File: config.mk
export PLATFORM = sky130hd
export DESIGN_NAME = freq_meter
export DESIGN_NICKNAME = d
export VERILOG_FILES = /design/src/rtl/freq_meter.sv
export SDC_FILE = /design/constraint.sdc
export NUM_CORES = 1
export LEC_CHECK = 0
export ABC_AREA = 1
export CORE_ASPECT_RATIO = 0.8
export CORE_MARGIN = 5
export CORE_UTILIZATION = 55
export CTS_BUF_LIST = sky130_fd_sc_hd__clkbuf_4
export DETAILED_ROUTE_END_ITERATION = 12
export GPL_TIMING_DRIVEN = 0
export PLACE_DENSITY_LB_ADDON = 0.1
export RECOVER_POWER = 50
export SLEW_MARGIN = 5
export SYNTH_ARGS = -nofsm -noshare
export SYNTH_HDL_FRONTEND = slang
export SYNTH_SLANG_ARGS = --single-unit
File: constraint.sdc
create_clock -name clkin -period 2.8 [get_ports clkin]
set_input_delay 0.7 -clock clkin [delete_from_list [all_inputs] [get_ports clkin]]
set_output_delay 0.7 -clock clkin [all_outputs]
set_load 0.01 [all_outputs]
File: src/rtl/freq_meter.sv
// freq_meter: measures the period of a slow asynchronous square wave in clkin cycles.
//
// Ports:
//   clkin   - system clock, rising edge
//   rst     - asynchronous active-high reset
//   sigin   - asynchronous input under measurement
//   en      - measurement enable (level)
//   period  - last measured rise-to-rise distance in clkin cycles (size bits)
//   valid   - one-cycle pulse, period updated
//   timeout - one-cycle pulse, counter saturated without a new rise
//   busy    - state is not IDLE
//
// Parameters: size (counter width), sync_len (synchronizer depth, 2 or 3).
// Optional macro FREQ_METER_AVG_EN: report the average of every 4 completed periods.

module freq_meter #(
  parameter int size     = 30,
  parameter int sync_len = 2
) (
  input  logic            clkin,
  input  logic            rst,
  input  logic            sigin,
  input  logic            en,
  output logic [size-1:0] period,
  output logic            valid,
  output logic            timeout,
  output logic            busy
);

  typedef enum logic [1:0] {IDLE, ARM, MEAS} state_t;

  localparam logic [size-1:0] CNT_MAX = '1;

  state_t                state_q;
  logic [sync_len-1:0]   sync_q;
  logic                  hist_q;
  logic [size-1:0]       cnt_q;
  logic [size-1:0]       period_q;
  logic                  valid_q;
  logic                  timeout_q;
  logic                  busy_q;
  logic                  rise;

  assign rise = sync_q[sync_len-1] & ~hist_q;

`ifdef FREQ_METER_AVG_EN
  logic [size+1:0] acc_q;
  logic [1:0]      smp_q;
  logic [size+1:0] acc_sum;

  // Sum including the period completing this cycle.
  assign acc_sum = acc_q + {2'b00, cnt_q};
`endif

  always_ff @(posedge clkin or posedge rst) begin
    if (rst) begin
      state_q   <= IDLE;
      sync_q    <= '0;
      hist_q    <= 1'b0;
      cnt_q     <= '0;
      period_q  <= '0;
      valid_q   <= 1'b0;
      timeout_q <= 1'b0;
      busy_q    <= 1'b0;
`ifdef FREQ_METER_AVG_EN
      acc_q     <= '0;
      smp_q     <= '0;
`endif
    end else begin
      sync_q    <= {sync_q[sync_len-2:0], sigin};
      hist_q    <= sync_q[sync_len-1];
      valid_q   <= 1'b0;
      timeout_q <= 1'b0;
      if (!en) begin
        // Disable overrides everything, including a coincident rise.
        state_q <= IDLE;
        cnt_q   <= '0;
        busy_q  <= 1'b0;
`ifdef FREQ_METER_AVG_EN
        acc_q   <= '0;
        smp_q   <= '0;
`endif
      end else begin
        case (state_q)
          IDLE: begin
            cnt_q   <= '0;
            state_q <= ARM;
            busy_q  <= 1'b1;
          end
          ARM: begin
            busy_q <= 1'b1;
            // First edge only starts the count.
            if (rise) begin
              cnt_q   <= {{(size-1){1'b0}}, 1'b1};
              state_q <= MEAS;
            end
          end
          MEAS: begin
            busy_q <= 1'b1;
            if (rise) begin
              // Rise takes priority over saturation: period may equal CNT_MAX.
              cnt_q <= {{(size-1){1'b0}}, 1'b1};
`ifdef FREQ_METER_AVG_EN
              if (smp_q == 2'd3) begin
                period_q <= acc_sum[size+1:2];
                valid_q  <= 1'b1;
                acc_q    <= '0;
                smp_q    <= '0;
              end else begin
                acc_q <= acc_sum;
                smp_q <= smp_q + 2'd1;
              end
`else
              period_q <= cnt_q;
              valid_q  <= 1'b1;
`endif
            end else if (cnt_q == CNT_MAX) begin
              timeout_q <= 1'b1;
              cnt_q     <= '0;
              state_q   <= ARM;
`ifdef FREQ_METER_AVG_EN
              acc_q     <= '0;
              smp_q     <= '0;
`endif
            end else begin
              cnt_q <= cnt_q + 1'b1;
            end
          end
          default: begin
            state_q <= IDLE;
            cnt_q   <= '0;
            busy_q  <= 1'b0;
          end
        endcase
      end
    end
  end

  assign period  = period_q;
  assign valid   = valid_q;
  assign timeout = timeout_q;
  assign busy    = busy_q;

endmodule
==> results.json, run 1 <==
{
  "worst_pin_slew_ns": 1.39,
  "finalWeightedCongestion": 0.920,
  "synth_area_leader_cell": "dfrtp_1",
  "comb_power_share_pct": 5.6,
  "critPathTopFamily": "simple AND/OR/NAND/NOR gates",
  "tns_ns": 0,
  "die_w_um": 96.8,
  "slew_viol_final": 0,
  "area_delta_synth_final_pct": 18.2,
  "cts_hold_buffers": 0,
  "route.detailed.drc": 0,
  "initial_core_util_pct": 56.4,
  "min_path_cells": 0,
  "dp.cells": 525,
  "p_leak_nw": 1.80,
  "synth_top_family_by_area": "simple AND/OR/NAND/NOR gates",
  "n_fill_cell": 538,
  "synthesis.nets": 416,
  "layout.nets": 463,
  "muxShareOfSynthArea_pct": 0,
  "finClkSkew_ns": 0.0113,
  "yosysWarnings": 0,
  "cts_max_level": 3,
  "routed_wl_um": 7860,
  "fin_ws_ns": 0.487,
  "clock_sinks": 68,
  "grt_first_pass_wirelength_um": 14200,
  "synth_cell_types": 26,
  "vias_per_cell": 5.12,
  "clock_path_buffers": 2,
  "clock_latency_ns": 0.42,
  "numPortBuffers": 36,
  "n_antenna_cell": 0,
  "grt_pass1_vias": 2883,
  "r2r_cells": 11,
  "fmax_mhz": 432,
  "critPathKind": "reg -> reg",
  "synth_compound_area_share_pct": 4.42,
  "cts_buffers": 9,
  "synthAdderAreaFrac_pct": 1.51,
  "placed_cell_area_mm2": 0.00378,
  "cts_resized": 0,
  "setup_viol": 0,
  "synthSimpleGateAreaFrac_pct": 31.4,
  "critical_path_peak_fanout": 10,
  "p_sw_uw": 446,
  "yosysSeqAreaShare_pct": 51.3,
  "critPathBufInv": 2,
  "cts_tree": "done",
  "synthCells": 408,
  "fin_cells": 541,
  "initialDrtViolationCount": 221,
  "crit_chain": "ha_1, nand2_1, nor2_1, nand2_2, nor2_1, nand3_2, nand2_1, nand2_1, inv_6, buf_8, nor2_1",
  "pin_count": 37,
  "grt_usage_pct": 23.7,
  "yosys-top-cells-count": "125 x nand2_1, 68 x dfrtp_1, 47 x inv_1, 47 x nor2_1, 23 x o21ai_0",
  "syn_area_per_cell_um2": 8.12,
  "period_share_pct": 82.6,
  "root_buffer": "clkbuf_4",
  "maxCapViolCount": 0,
  "core_mm2": 0.00588,
  "synth_seq_cells": 68,
  "outcome": "complete, no violations",
  "final_antenna_net_count": 0,
  "pwr-share-seq_pct": 54.3,
  "synthTopCellsByArea": "dfrtp_1 51%, nand2_1 14%, inv_1 5.3%",
  "sw_frac_of_total_pct": 24.3,
  "gr-total-overflow": 0,
  "rsz0062_at_grt": "false",
  "path_clk_slew_ns": 0.12,
  "regToRegStartpoint": "cnt_q[0]",
  "synth_edf_count": 0,
  "cp-start-kind": "register",
  "die_y_um": 79.4,
  "required_ns": 3.12,
  "antenna_found_initial": 0,
  "drive_gt1_share_pct": 8.91,
  "synth_most_common_cell": "nand2_1",
  "holdPathEnd": "sync_q[1]",
  "firstDrtPassIters": 4,
  "dp_hpwl_um": 5750,
  "ir_worst_vdd_v": 0.000363,
  "clkPwrFrac_pct": 40.1,
  "hold_violations": 0,
  "post_drt_wl_per_cell_um": 14.5,
  "reg2reg_setup_slack_ns": 0.49,
  "cp-end-kind": "register",
  "vias": 2771,
  "syn_area_mm2": 0.00331,
  "critPathSlowestCell": "dfrtp_1",
  "cp_slowest_stage_delay_ns": 0.41,
  "period_minus_slack_ns": 2.31,
  "r2r-end": "cnt_q[26]",
  "hold_ws_ns": 0.371,
  "hp-class": "reg -> reg",
  "fin_area_mm2": 0.00392,
  "cts_setup_buffers": 0,
  "relSlewSlack_pct": 7.44,
  "grt_max_degree": 69,
  "p_int_mw": 1.39,
  "synth-xor-area-share_pct": 3.70,
  "die-area_mm2": 0.00769,
  "pre_cts_ws_ns": 0.222,
  "min_from": "sync_q[0]",
  "rows": 25,
  "async_flop_share_pct": 100,
  "arrival_ns": 2.63,
  "power_density_mw_per_mm2": 469,
  "post-synth-top-area-fraction_pct": 51.3,
  "synth_ff_type": "dfrtp_1"
}
[power groups by stage]
stage | combinational (mW) | clock [mW] | sequential, mW
after floorplan | 0.0727 | 0 | 1.01
after detailed placement | 0.107 | 0 | 1.02
after global routing | 0.118 | 0.803 | 0.998
after CTS | 0.107 | 0.754 | 0.996
final | 0.103 | 0.737 | 0.996
after global placement | 0.104 | 0 | 1.01
[worst max path at each step]
stage,from,end,slack [ns],cells past startpoint
3_3_place_gp,rst,state_q[0],-0.81,2
2_1_floorplan,rst,busy,0.39,1
3_5_place_dp,en,period[5],0.22,8
4_1_cts,en,period[5],0.67,8
6_report,cnt_q[0],cnt_q[26],0.49,11
5_1_grt,cnt_q[0],cnt_q[21],0.23,11
[stage by stage]
stage | util (%) | power [mW]
after global routing | 66.6 | 1.92
final | 66.6 | 1.84
after detailed placement | 64.3 | 1.12
after global placement | 64.2 | 1.12
after CTS | 67.0 | 1.86
after floorplan | - | 1.09
[registers in the layout (all words and copies together) (netlist names)]
name	cells
cnt_q	30
timeout	1
hist_q	1
busy	1
sync_q	2
valid	1
state_q	2
period	30
[layer usage]
layer	vias up	part of all wire [%]	track usage, %
li1	1367	-	-
met1	1316	45	31.2
met2	74	45	37.8
met3	14	7.3	5.85
met4	0	2.1	9.54
met5	-	0	0
[placed cells by master (no fill, tap or decap), types with 2 or more instances in the layout]
cell | netlist | final
dfrtp_1 | 68 | 68
buf_2 | 3 | 3
dlygate4sd3_1 | 0 | 3
nor2_4 | 3 | 2
inv_1 | 47 | 46
o21ai_0 | 23 | 23
clkbuf_1 | 4 | 5
clkinvlp_4 | 0 | 2
o22ai_1 | 3 | 3
xor2_1 | 13 | 13
nand3_1 | 20 | 20
nor3_1 | 9 | 9
nand2_1 | 125 | 127
nand4_1 | 11 | 11
clkbuf_4 | 0 | 10
nand2_2 | 5 | 4
bufinv_16 | 0 | 2
nor2_1 | 47 | 50
clkdlybuf4s50_1 | 0 | 33
nor2_2 | 12 | 10
ha_1 | 4 | 4
[final cells by class]
type                       instances  area [µm²]  share of cell area, %
sequential                        68        1700                   43.4
multi-input combinational        282        1340                   34.1
timing repair buffer              36         360                   9.20
inverter                          48         185                   4.73
tap                               81         101                   2.59
clock inverter                     6        88.8                   2.27
clock buffer                      10        75.1                   1.92
buffer                            10        68.8                   1.76
[cells by family after synthesis]
group           after synthesis
flops                        68
fa+ha+maj                     4
xor+xnor                     14
compound gates               28
buf+inv                      58
simple gates                236
Note: power is estimated with default switching activity, not from simulation.
==> run 2: changes to the inputs <==
--- a/config.mk
+++ b/config.mk
@@ -8,7 +8,7 @@
 export ABC_AREA = 1
 export CORE_ASPECT_RATIO = 0.8
 export CORE_MARGIN = 5
-export CORE_UTILIZATION = 55
+export CORE_UTILIZATION = 53
 export CTS_BUF_LIST = sky130_fd_sc_hd__clkbuf_4
 export DETAILED_ROUTE_END_ITERATION = 12
 export GPL_TIMING_DRIVEN = 0
==> constraint.sdc (replaced) <==
create_clock -name clkin -period 2.1 [get_ports clkin]
set_input_delay 0.525 -clock clkin [delete_from_list [all_inputs] [get_ports clkin]]
set_output_delay 0.525 -clock clkin [all_outputs]
set_load 0.01 [all_outputs]
==> run 2 against run 1 <==
Net effect: die area increased by 3.3%; non-clock buffer count increased by 1; first-iteration DRC count decreased by 42%; sequential share of layout area about the same; global-route usage decreased by 1.5 points; cell area about the same; critical path type is now reg -> out; largest power group unchanged; highest routed layer unchanged.
==> results.json, run 2 (synthesized netlist as in run 1, its figures left out) <==
{
  "outcome": "complete, no violations",
  "area_delta_synth_final_pct": 18.1,
  "layout.nets": 464,
  "post_drt_wl_per_cell_um": 14.5,
  "critPathBufInv": 1,
  "cts_tree": "done",
  "crit_chain": "dlygate4sd3_1",
  "die_y_um": 80.7,
  "rows": 25,
  "hold_ws_ns": 0.381,
  "dp_hpwl_um": 5920,
  "final_antenna_net_count": 0,
  "setup_viol": 0,
  "root_buffer": "clkbuf_4",
  "cts_buffers": 9,
  "rsz0062_at_grt": "false",
  "grt_pass1_vias": 2753,
  "cts_hold_buffers": 0,
  "gr-total-overflow": 0,
  "final_cell_mix": "125 x nand2_1, 68 x dfrtp_1, 46 x inv_1, 45 x nor2_1, 27 x clkdlybuf4s50_1",
  "fmax_mhz": 516,
  "numPortBuffers": 36,
  "period_minus_slack_ns": 1.94,
  "die-area_mm2": 0.00795,
  "initialDrtViolationCount": 129,
  "critPathSlowestCell": "dlygate4sd3_1",
  "p_total_mw": 2.22,
  "grt_max_degree": 36,
  "core_mm2": 0.00601,
  "path_clk_slew_ns": 0.13,
  "postLayoutCoreUtil_pct": 65.2,
  "relSlewSlack_pct": 50.1,
  "critPathKind": "reg -> out",
  "clock_latency_ns": 0.42,
  "n_fill_cell": 561,
  "die_w_um": 98.4,
  "p_int_mw": 1.61,
  "slew_viol_final": 0,
  "grt_usage_pct": 22.1,
  "ir_worst_vdd_v": 0.000474,
  "finalWeightedCongestion": 0.848,
  "cp-end-kind": "primary output",
  "clock_path_buffers": 2,
  "hp-class": "reg -> reg",
  "critPathTopFamily": "buffers and inverters",
  "antenna_found_initial": 0,
  "n_antenna_cell": 0,
  "vias_per_cell": 5.03,
  "clkPwrFrac_pct": 33.7,
  "firstDrtPassIters": 4,
  "period_share_pct": 92.4,
  "layout_commonest_cell": "nand2_1",
  "drive_gt1_share_pct": 10.6,
  "cp_slowest_stage_delay_ns": 0.60,
  "hold_violations": 0,
  "cp-start-kind": "register",
  "sw_frac_of_total_pct": 27.6,
  "cts_max_level": 3,
  "worst_pin_slew_ns": 0.747,
  "route.detailed.drc": 0,
  "p_sw_uw": 612,
  "required_ns": 1.57,
  "vias": 2728,
  "critical_path_peak_fanout": 2,
  "pwr-share-seq_pct": 59.9,
  "routed_wl_um": 7880,
  "clock_sinks": 68,
  "pin_count": 37,
  "power_density_mw_per_mm2": 567,
  "arrival_ns": 1.41,
  "comb_power_share_pct": 6.4,
  "p_leak_nw": 1.79,
  "maxCapViolCount": 0,
  "initial_core_util_pct": 55.2,
  "grt_first_pass_wirelength_um": 13600,
  "cts_resized": 0,
  "cts_setup_buffers": 0,
  "finClkSkew_ns": 0.0186
}
==> run 2: cell count changes in the layout (fill, tap and decap cells not counted), moves of 2 or more <==
cell and change:
clkdlybuf4s50_1 -6, dlygate4sd3_1 +6, nor2_1 -5, nor2_2 +3
bufinv_16 -2, clkinvlp_4 +2, inv_6 +2, nand2_1 -2
nor2_4 +2
==> run 2: area by class of cell <==
type	instances	area (µm²)	share of cell area (%)
Inverter	48	189	4.83
Buffer	10	68.8	1.76
Clock inverter	7	50.0	1.28
Clock buffer	9	67.6	1.73
Sequential cell	68	1700	43.5
Multi-Input combinational cell	282	1370	35.0
Timing Repair Buffer	37	368	9.40
Tap cell	81	101	2.59
==> run 2: final timing paths <==
path                       startpoint    endpoint  slack [ns]  cells past startpoint
min reg2reg                 sync_q[0]   sync_q[1]        0.38                      0
max                         period[9]   period[9]        0.16                      1
min                         sync_q[0]   sync_q[1]        0.38                      0
max reg2reg                state_q[0]   cnt_q[23]        0.16                      9
max in group asynchronous         rst  period[27]        0.43                      3
min in group asynchronous         rst   period[6]        0.68                      2
==> run 2: through the flow <==
stage          setup WS [ns]  instance area (µm²)  std cells  TNS (ns)
6_report               0.160                 3920        542         0
5_1_grt              0.00840                 3920        542         0
4_1_cts              0.00816                 3920        542         0
3_5_place_dp          -0.351                 3800        526     -9.73
3_3_place_gp          -0.314                 3780        525     -8.92
2_1_floorplan          0.530                 3320        408         0
==> run 2: routing by layer <==
metal / vias to the layer above / track usage, % / part of all wire, %
met5: - / 0 / 0
met4: 0 / 8.87 / 2.0
met3: 13 / 4.89 / 4.5
met2: 58 / 35.3 / 45
met1: 1283 / 29.8 / 49
li1: 1374 / - / -
==> run 2: power groups by stage <==
stage / clock network, mW / registers (mW) / logic [mW]
final: 0.748 / 1.33 / 0.142
after global routing: 0.841 / 1.33 / 0.160
after CTS: 0.779 / 1.33 / 0.148
after detailed placement: 0 / 1.35 / 0.148
after global placement: 0 / 1.35 / 0.140
after floorplan: 0 / 1.35 / 0.0974
==> run 3: changes to the inputs <==
--- a/config.mk
+++ b/config.mk
@@ -5,10 +5,9 @@
 export SDC_FILE = /design/constraint.sdc
 export NUM_CORES = 1
 export LEC_CHECK = 0
-export ABC_AREA = 1
 export CORE_ASPECT_RATIO = 0.8
 export CORE_MARGIN = 5
-export CORE_UTILIZATION = 53
+export CORE_UTILIZATION = 52
 export CTS_BUF_LIST = sky130_fd_sc_hd__clkbuf_4
 export DETAILED_ROUTE_END_ITERATION = 12
 export GPL_TIMING_DRIVEN = 0
==> run 3 against run 2 <==
Net effect: highest routed layer unchanged; fmax decreased by 2.2%; worst hold slack got worse by 0.019 ns; critical path depth rose by 5; flip-flop and latch count unchanged; non-clock buffer count increased by 2; worst setup slack got worse by 0.043 ns; die area fell by 6.9%; combinational power down 8%; clock-buffer cell count unchanged.
==> results.json, run 3 <==
{
  "outcome": "complete, no violations",
  "route.detailed.drc": 0,
  "period_minus_slack_ns": 1.98,
  "synth_seq_cells": 68,
  "dp_hpwl_um": 4100,
  "top_layer": "met4",
  "vias_per_cell": 5.23,
  "numPortBuffers": 35,
  "die_y_um": 77.9,
  "vias": 2102,
  "synthesis.nets": 276,
  "p_leak_nw": 1.47,
  "final_cell_mix": "63 x dfrtp_1, 36 x nor2_1, 32 x clkdlybuf4s50_1, 26 x xnor2_1, 24 x mux2_2",
  "grt_first_pass_wirelength_um": 10300,
  "worst_pin_slew_ns": 0.736,
  "synthTopCellsByArea": "dfrtp_1 57%, mux2_2 9.0%, xnor2_1 7.6%",
  "power_density_mw_per_mm2": 597,
  "clock_sinks": 68,
  "hp-class": "reg -> reg",
  "period_share_pct": 94.4,
  "clock_path_buffers": 2,
  "layout_commonest_cell": "dfrtp_1",
  "maxCapViolCount": 0,
  "synth_ff_type": "dfrtp_1",
  "ir_worst_vdd_v": 0.000390,
  "cp-end-kind": "register",
  "die-area_mm2": 0.00740,
  "postLayoutCoreUtil_pct": 65.8,
  "wl_met1_um": 2910,
  "relSlewSlack_pct": 50.8,
  "cp-start-kind": "register",
  "layout.nets": 327,
  "cts_tree": "done",
  "clkPwrFrac_pct": 32.7,
  "area_delta_synth_final_pct": 21.2,
  "syn_area_mm2": 0.00300,
  "synth_most_common_cell": "dfrtp_1",
  "hold_ws_ns": 0.362,
  "path_clk_slew_ns": 0.12,
  "n_antenna_cell": 0,
  "root_buffer": "clkbuf_4",
  "yosys-top-cells-count": "68 x dfrtp_1, 36 x nor2_1, 26 x xnor2_1, 24 x mux2_2, 22 x nand2_1",
  "yosysSeqAreaShare_pct": 56.7,
  "critPathKind": "reg -> reg",
  "post_drt_wl_per_cell_um": 14.5,
  "routed_wl_um": 5830,
  "drive_gt1_share_pct": 19.8,
  "synthCells": 268,
  "grt_usage_pct": 18.0,
  "async_flop_share_pct": 100,
  "gr-total-overflow": 0,
  "synth_area_leader_cell": "dfrtp_1",
  "required_ns": 2.41,
  "firstDrtPassIters": 4,
  "finalWeightedCongestion": 0.840,
  "finClkSkew_ns": 0.0170,
  "sw_frac_of_total_pct": 26.5,
  "core_mm2": 0.00553,
  "grt_max_degree": 36,
  "rows": 24,
  "synth_edf_count": 0,
  "rsz0062_at_grt": "false",
  "cts_buffers": 9,
  "route.met3.wl_um": 339,
  "pwr-share-seq_pct": 61.3,
  "p_total_mw": 2.17,
  "yosysWarnings": 0,
  "p_sw_uw": 575,
  "post-synth-top-area-fraction_pct": 56.7,
  "critical_path_peak_fanout": 10,
  "final_antenna_net_count": 0,
  "comb_power_share_pct": 6.0,
  "setup_viol": 0,
  "syn_area_per_cell_um2": 11.2,
  "slew_viol_final": 0,
  "clock_latency_ns": 0.42,
  "p_int_mw": 1.59,
  "arrival_ns": 2.29,
  "antenna_found_initial": 0,
  "initial_core_util_pct": 54.3,
  "grt_pass1_vias": 2086,
  "synth_cell_types": 33,
  "hold_violations": 0,
  "pin_count": 37,
  "cts_max_level": 3,
  "fmax_mhz": 504,
  "wl_met2_um": 2520,
  "initialDrtViolationCount": 70,
  "die_w_um": 94.9
}
run 3: cell count changes in the layout (fill, tap and decap cells not counted), sizes merged, moves of 11 or more:
| cell | before | now |
|---|---|---|
| nand3 | 21 | 8 |
| inv | 49 | 9 |
| o21ai | 23 | 10 |
| xnor2 | 1 | 26 |
| mux2 | 0 | 24 |
| nor2 | 62 | 36 |
| xor2 | 13 | 2 |
| nand2 | 132 | 22 |
run 3: cell type report:
cell class / instances / area, µm²
Buffer: 9 / 48.8
Clock buffer: 9 / 67.6
Sequential cell: 68 / 1710
Multi-Input combinational cell: 181 / 1240
Timing Repair Buffer: 40 / 388
Fill cell: 467 / 1890
Inverter: 10 / 41.3
Tap cell: 78 / 97.6
Clock inverter: 7 / 43.8
run 3: power groups by stage:
stage	Sequential, mW	Clock, mW	Combinational [mW]
2_1_floorplan	1.35	0	0.0886
3_3_place_gp	1.35	0	0.121
3_5_place_dp	1.35	0	0.128
4_1_cts	1.33	0.735	0.134
5_1_grt	1.33	0.806	0.149
6_report	1.33	0.709	0.130
run 3: cell families after synthesis:
group	count (synthesis)	synth area share [%]
AO/OA/AOI/OAI	20	4.71
flip-flops	68	56.7
adder cells (fa/ha/maj)	4	1.67
buffers and inverters	19	2.63
XOR/XNOR	28	8.18
AND/OR/NAND/NOR	104	16.7
multiplexers	25	9.35
run 3: what timing repair did:
item | CTS | global route
endpoints found under the setup margin | 42 | 44
setup buffers | 2 | 2
pin swaps | 1 | 2
resized for setup | 5 | 11
hold buffers | 0 | 0
run 3: worst max-delay path: stages (launching register included):
cell     delay, ns
dfrtp_1       0.46
and4_4        0.28
nand3_2       0.14
o41a_1        0.51
o21ai_4       0.22
buf_4         0.21
nor2_1        0.07
run 3: routing by layer:
metal,up-vias,GRT usage (%)
met4,0,4.32
met3,7,7.74
met5,-,0
met1,1020,25.5
li1,1035,-
met2,40,25.6
run 3: path summary, 6_finish.rpt:
kind | from | endpoint | slack [ns] | depth (start not counted)
max in group asynchronous | rst | cnt_q[28] | 0.47 | 3
max reg2reg | cnt_q[18] | cnt_q[5] | 0.12 | 6
min in group asynchronous | rst | period[8] | 0.69 | 2
min reg2reg | sync_q[0] | sync_q[1] | 0.36 | 0
max | cnt_q[18] | cnt_q[5] | 0.12 | 6
min | sync_q[0] | sync_q[1] | 0.36 | 0
run 3: metrics by stage:
stage / worst slack (ns) / instances / TNS, ns / area (µm²)
global placement: -0.261 / 381 / -5.02 / 3450
global route: 0.0189 / 402 / 0 / 3630
floorplan: 0.209 / 268 / 0 / 3000
finish: 0.117 / 402 / 0 / 3630
CTS: 0.0133 / 400 / 0 / 3610
detailed placement: -0.245 / 382 / -5.58 / 3470
==> variant 1: new RTL, config.mk and constraints of run 2 <==
The option `FREQ_METER_AVG_EN` is turned on by a define.
--- a/src/rtl/freq_meter.sv
+++ b/src/rtl/freq_meter.sv
@@ -12,6 +12,8 @@
 //
 // Parameters: size (counter width), sync_len (synchronizer depth, 2 or 3).
 // Optional macro FREQ_METER_AVG_EN: report the average of every 4 completed periods.
+
+`define FREQ_METER_AVG_EN
 
 module freq_meter #(
   parameter int size     = 30,
Formal check against the unedited RTL: not equivalent (Yosys sat finds a counterexample within 10 cycles, from zero or initial values and one cycle with rst high).
==> variant 1 against run 2 <==
  * The run now ends with capacitance limit left
  * Synthesized area rose by 110%
  * Global-route usage is 1.7 points higher
  * Sequential power is 51% higher
  * Critical path depth increased by 9
  * Highest routed layer unchanged
  * Total power is 55% higher
  * Clock power grew 44%
  * Worst setup slack lost 0.083 ns
  * Worst hold slack lost 0.0082 ns
  * Sequential cell count grew 34
  * Routed wire length up 130%
  * Design area up 100%
  * Non-clock buffer count increased by 21
  * Critical endpoint is now period[19]
==> variant 1: results (changes against run 2) <==
* Met1 usage at 0.3764 (+0.07870)
* Seq. pwr at 2.01 mW (+51%)
* R2r setup slk at 0.08 ns (-0.08 ns)
* Worst-path clk slew at 0.16 ns (+0.03 ns)
* GRT Total Usage at 0.2387 (+0.01739)
* Nets at 1109 (+140%)
* Synth Area in Adders at 0.06690 (+0.05180)
* Arr. time, crit path at 2.42 ns (+1.01 ns)
* Resized Gates After CTS at 6 (+6)
* Post-synth top cells: 395 x nand2_1, 152 x inv_1, 102 x dfrtp_1, 82 x nor2_1, 78 x nand3_1
* Compound-cell area share of the yosys netlist at 0.04496 (+0.0007967)
* Max Cap Viol at 1 (+1)
* Synth Net Count at 1044 (+150%)
* XOR/XNOR Fraction of Synth Area at 0.03710 (+0.0001096)
* Max IR drop VDD at 399.8 uV (-16%)
* Clock skew at 0.02560 ns (+0.006971 ns)
* Worst-margin pin slew at 1.473 ns (+0.7257 ns)
* 1st-iter DRT viols at 468 (+260%)
* P_int at 2.482 mW (+55%)
* Average wire per standard cell at 14.27 um (-1.8%)
* Clock Tree Root: clkbuf_4
* WHS at 0.3729 ns (-0.008234 ns)
* Antenna violations before repair at 0 (unchanged)
* Share of layout cells above drive strength 1 at 0.1294 (+0.02313)
* CP peak stage delay at 0.45 ns (-0.15 ns)
* Vias at 6281 (+130%)
* Status: complete, but fails checks
* FF-to-FF Start: cnt_q[2]
* Critical Path Fanout Max at 5 (+3)
* Largest net degree at the start of global routing at 39 (+8.3%)
* Met3 usage at 0.03884 (-0.01008)
* Met2 Use GR at 0.3414 (-0.01151)
* Slowest cell on the critical path: dfrtp_2
* Post-CTS Setup Bufs at 1 (+1)
* Pre-antenna DRT Iters at 5 (+1)
* Post-synthesis sequential area ratio at 0.3729 (-0.1405)
* Main area contributors after synthesis: dfrtp_1 37%, nand2_1 22%, inv_1 8.3%, ha_1 6.4%, nand3_1 5.7%
* Vias in the first global route at 5631 (+100%)
* Total CTS buffers at 9 (unchanged)
* Hpwl dp at 13800 um (+130%)
* Reg with most FFs: acc_q
* FF-to-FF path depth at 10 (+1)
* Post-synthesis mux area share at 0 (unchanged)
* Combinational share of power at 0.099 (+0.035)
* Port bufs at 36 (unchanged)
* Failing checks: capacitance limit
* Ant diodes at 0 (unchanged)
* P_leak at 4.256 nW (+140%)
* Worst reg2reg endpoint: period[19]
* Clk Latency, worst-skew pair at 0.49 ns (+0.07 ns)
* First-pass GRT wire length at 28640 um (+110%)
* Yosys cell types at 37 (+42%)
* Routability cong. at 0.9385 (+11%)
## variant 1: changes by cell type after synthesis, moves of 9 or more
cell     delta
nor2_1     +35
o21ai_1     +9
nand3_1    +58
nand2_1   +270
inv_1     +105
dfrtp_1    +34
xnor2_1     +9
ha_1       +31
a21oi_1    +25
## variant 1: through the flow
step                      std cells  setup slack, ns  total power, mW  instance area [sq um]  utilization
after detailed placement       1217          -0.2685            2.366                   7468       0.5845
after CTS                      1234          0.01007            3.473                   7647       0.5985
after floorplan                1004           0.2179            2.268                   6849            -
after global placement         1215          -0.6654            2.356                   7428       0.5814
final                          1249          0.07758            3.431                   8021       0.6278
after global routing           1249         -0.03741            3.615                   8021       0.6278
## variant 1: cell type report
type / count / area [sq um]
fill: 1256 / 4756
multi-input combinational: 731 / 3841
inverter: 157 / 595.6
clock buffer: 9 / 67.56
buffer: 14 / 115.1
clock inverter: 7 / 77.57
sequential: 102 / 2572
tap: 175 / 219.0
timing repair buffer: 54 / 533.0
## variant 1: how the worst max path moves through the flow
stage               startpoint         end  slack (ns)  cells past startpoint
floorplan             cnt_q[0]  period[14]        0.22                      9
global placement           rst  period[19]       -0.67                      2
detailed placement          en  period[19]       -0.27                      9
CTS                   cnt_q[5]   acc_q[23]        0.01                     12
global route          cnt_q[8]   acc_q[24]       -0.04                     10
finish                cnt_q[2]  period[19]        0.08                     10
## variant 1: metal layers
layer | routed length (um) | share of wire
met1 | 9217 | 0.52
met2 | 7357 | 0.41
met3 | 1033 | 0.058
met4 | 215 | 0.012
met5 | 0 | 0
## variant 1: critical path: cells and delay by family, from the launching register on
kind / cells / cell delay (ns)
adders and majority gates: 1 / 0.37
DFF: 1 / 0.45
and+or+nand+nor: 9 / 1.12
==> variant 2: new RTL, flow settings as in run 2 <==
Without the edit above. Re-encode `state_t` (3 states) as one-hot, 3 bits wide.
--- a/src/rtl/freq_meter.sv
+++ b/src/rtl/freq_meter.sv
@@ -27,7 +27,7 @@
   output logic            busy
 );
 
-  typedef enum logic [1:0] {IDLE, ARM, MEAS} state_t;
+  typedef enum logic [2:0] {IDLE = 3'b001, ARM = 3'b010, MEAS = 3'b100} state_t;
 
   localparam logic [size-1:0] CNT_MAX = '1;
 
Formal check against the unedited RTL: no difference found for any inputs over 10 cycles, from zero or initial values and one cycle with rst high; not proved beyond that.
==> variant 2 against run 2 <==
  * Worst setup slack improved by 0.017 ns
  * Non-clock buffer count rose by 1
  * Fmax increased by 0.86%
  * Synthesized area is 1.2% lower
  * Via count is 3.2% higher
  * Global-route usage fell by 0.085 points
  * Sequential cell count up 1
  * Synthesized cell count up 0.74%
  * Sequential share of layout area up 0.26 points
  * Total power is 25% higher
  * Routed wire length down 1.2%
  * Design area up 1.0%
  * Largest cell class unchanged
  * Largest power group unchanged
==> variant 2: results (changes against run 2) <==
* Final Total Pwr at 2.782 mW (+25%)
* Placed cells at 529 (+0.57%)
* Met2 wire len at 3486 um (-1.3%)
* DP Worst Slack at -0.1119 ns (+0.2394 ns)
* R2r setup slk at 0.19 ns (+0.03 ns)
* Met2 Use GR at 0.3485 (-0.004396)
* Area taken by multi-input logic gates at 1344 sq um (-1.8%)
* 1st-iter DRT viols at 157 (+22%)
* Share of layout cells above drive strength 1 at 0.07974 (-0.02655)
* FF-to-FF path depth at 10 (+1)
* Post-synthesis mux area share at 0 (unchanged)
* Vias in the first global route at 2767 (+0.51%)
* Switching power at 0.6355 mW (+3.8%)
* Largest net degree at the start of global routing at 37 (+2.8%)
* Final worst path period share at 0.9158 (-0.007889)
* Synth Area in Adders at 0.003821 (-0.01128)
* First-pass GRT wire length at 13470 um (-1.3%)
* Pre-antenna DRT Iters at 5 (+1)
* Post-synthesis sequential area ratio at 0.5277 (+0.01430)
* Via density at 5.165 (+2.6%)
* Worst-margin pin slew at 0.6934 ns (-0.05400 ns)
* Synthesized area per cell at 7.967 sq um (-1.9%)
* Seq pwr share at 0.501 (-0.098)
* Met3 usage at 0.06163 (+0.01270)
* XOR/XNOR Fraction of Synth Area at 0.03745 (+0.0004524)
* Share of synthesized flip-flops with an asynchronous set or reset at 1.000 (unchanged)
* Average wire per standard cell at 14.28 um (-1.7%)
* Clock skew at 0.01271 ns (-0.005922 ns)
* Critical Path Fanout Max at 10 (+8)
* Routability cong. at 0.9599 (+13%)
* Worst reg2reg endpoint: cnt_q[20]
* FF-to-FF Start: state_q[0]
* Comb pwr at 0.181 mW (+27%)
* Yosys cell types at 30 (+15%)
* WHS at 0.3599 ns (-0.02125 ns)
* Main area contributors after synthesis: dfrtp_1 52%, nand2_1 16%, nor2_1 7.9%, inv_1 4.0%, o21ai_0 3.7%
* WS Path Type: in2reg
* Met1 WL at 3616 um (-5.7%)
* Status: complete, no violations
* Met1 usage at 0.3011 (+0.003452)
* Hpwl dp at 5662 um (-4.4%)
* Met3 wire length at 574 um (+63%)
* DP Area at 3760 sq um (-1.1%)
* GRT Total Usage at 0.2205 (-0.0008550)
* Setup crit start: en
* Compound-cell area share of the yosys netlist at 0.05579 (+0.01162)
* Post-synth top cells: 137 x nand2_1, 69 x nor2_1, 68 x dfrtp_1, 35 x inv_1, 24 x o21ai_0
* Resized Gates After CTS at 0 (unchanged)
* P_leak at 1.671 nW (-6.8%)
* Max IR drop VDD at 478.5 uV (+1.0%)
* Worst-path clk slew at 0.11 ns (-0.02 ns)
* Non-Filler Instances at 545 (+0.55%)
* # fillers at 539 (-3.9%)
==> variant 2: changes by cell type in the layout (fill, tap and decap cells not counted), moves of 5 or more <==
cell	before	now
inv_1	46	35
nor2_1	45	68
nand2_1	125	137
clkdlybuf4s50_1	27	33
dlygate4sd3_1	9	3
nor2_2	13	5
nand3_1	20	15
==> variant 2: cell type report <==
cell class / count / area share
sequential: 69 / 0.4372
multi-input combinational: 294 / 0.3398
timing repair buffer: 37 / 0.09301
inverter: 37 / 0.03606
clock inverter: 7 / 0.03480
tap: 81 / 0.02562
clock buffer: 9 / 0.01708
buffer: 11 / 0.01645
==> variant 2: critical path: stages <==
cell,delay (ns)
dlygate4sd3_1,0.58
nand2_1,0.08
nor2_1,0.08
buf_4,0.19
nor2_1,0.21
nand2_1,0.14
nor2_1,0.23
nand2_1,0.08
nand2_1,0.07
nor2_1,0.04
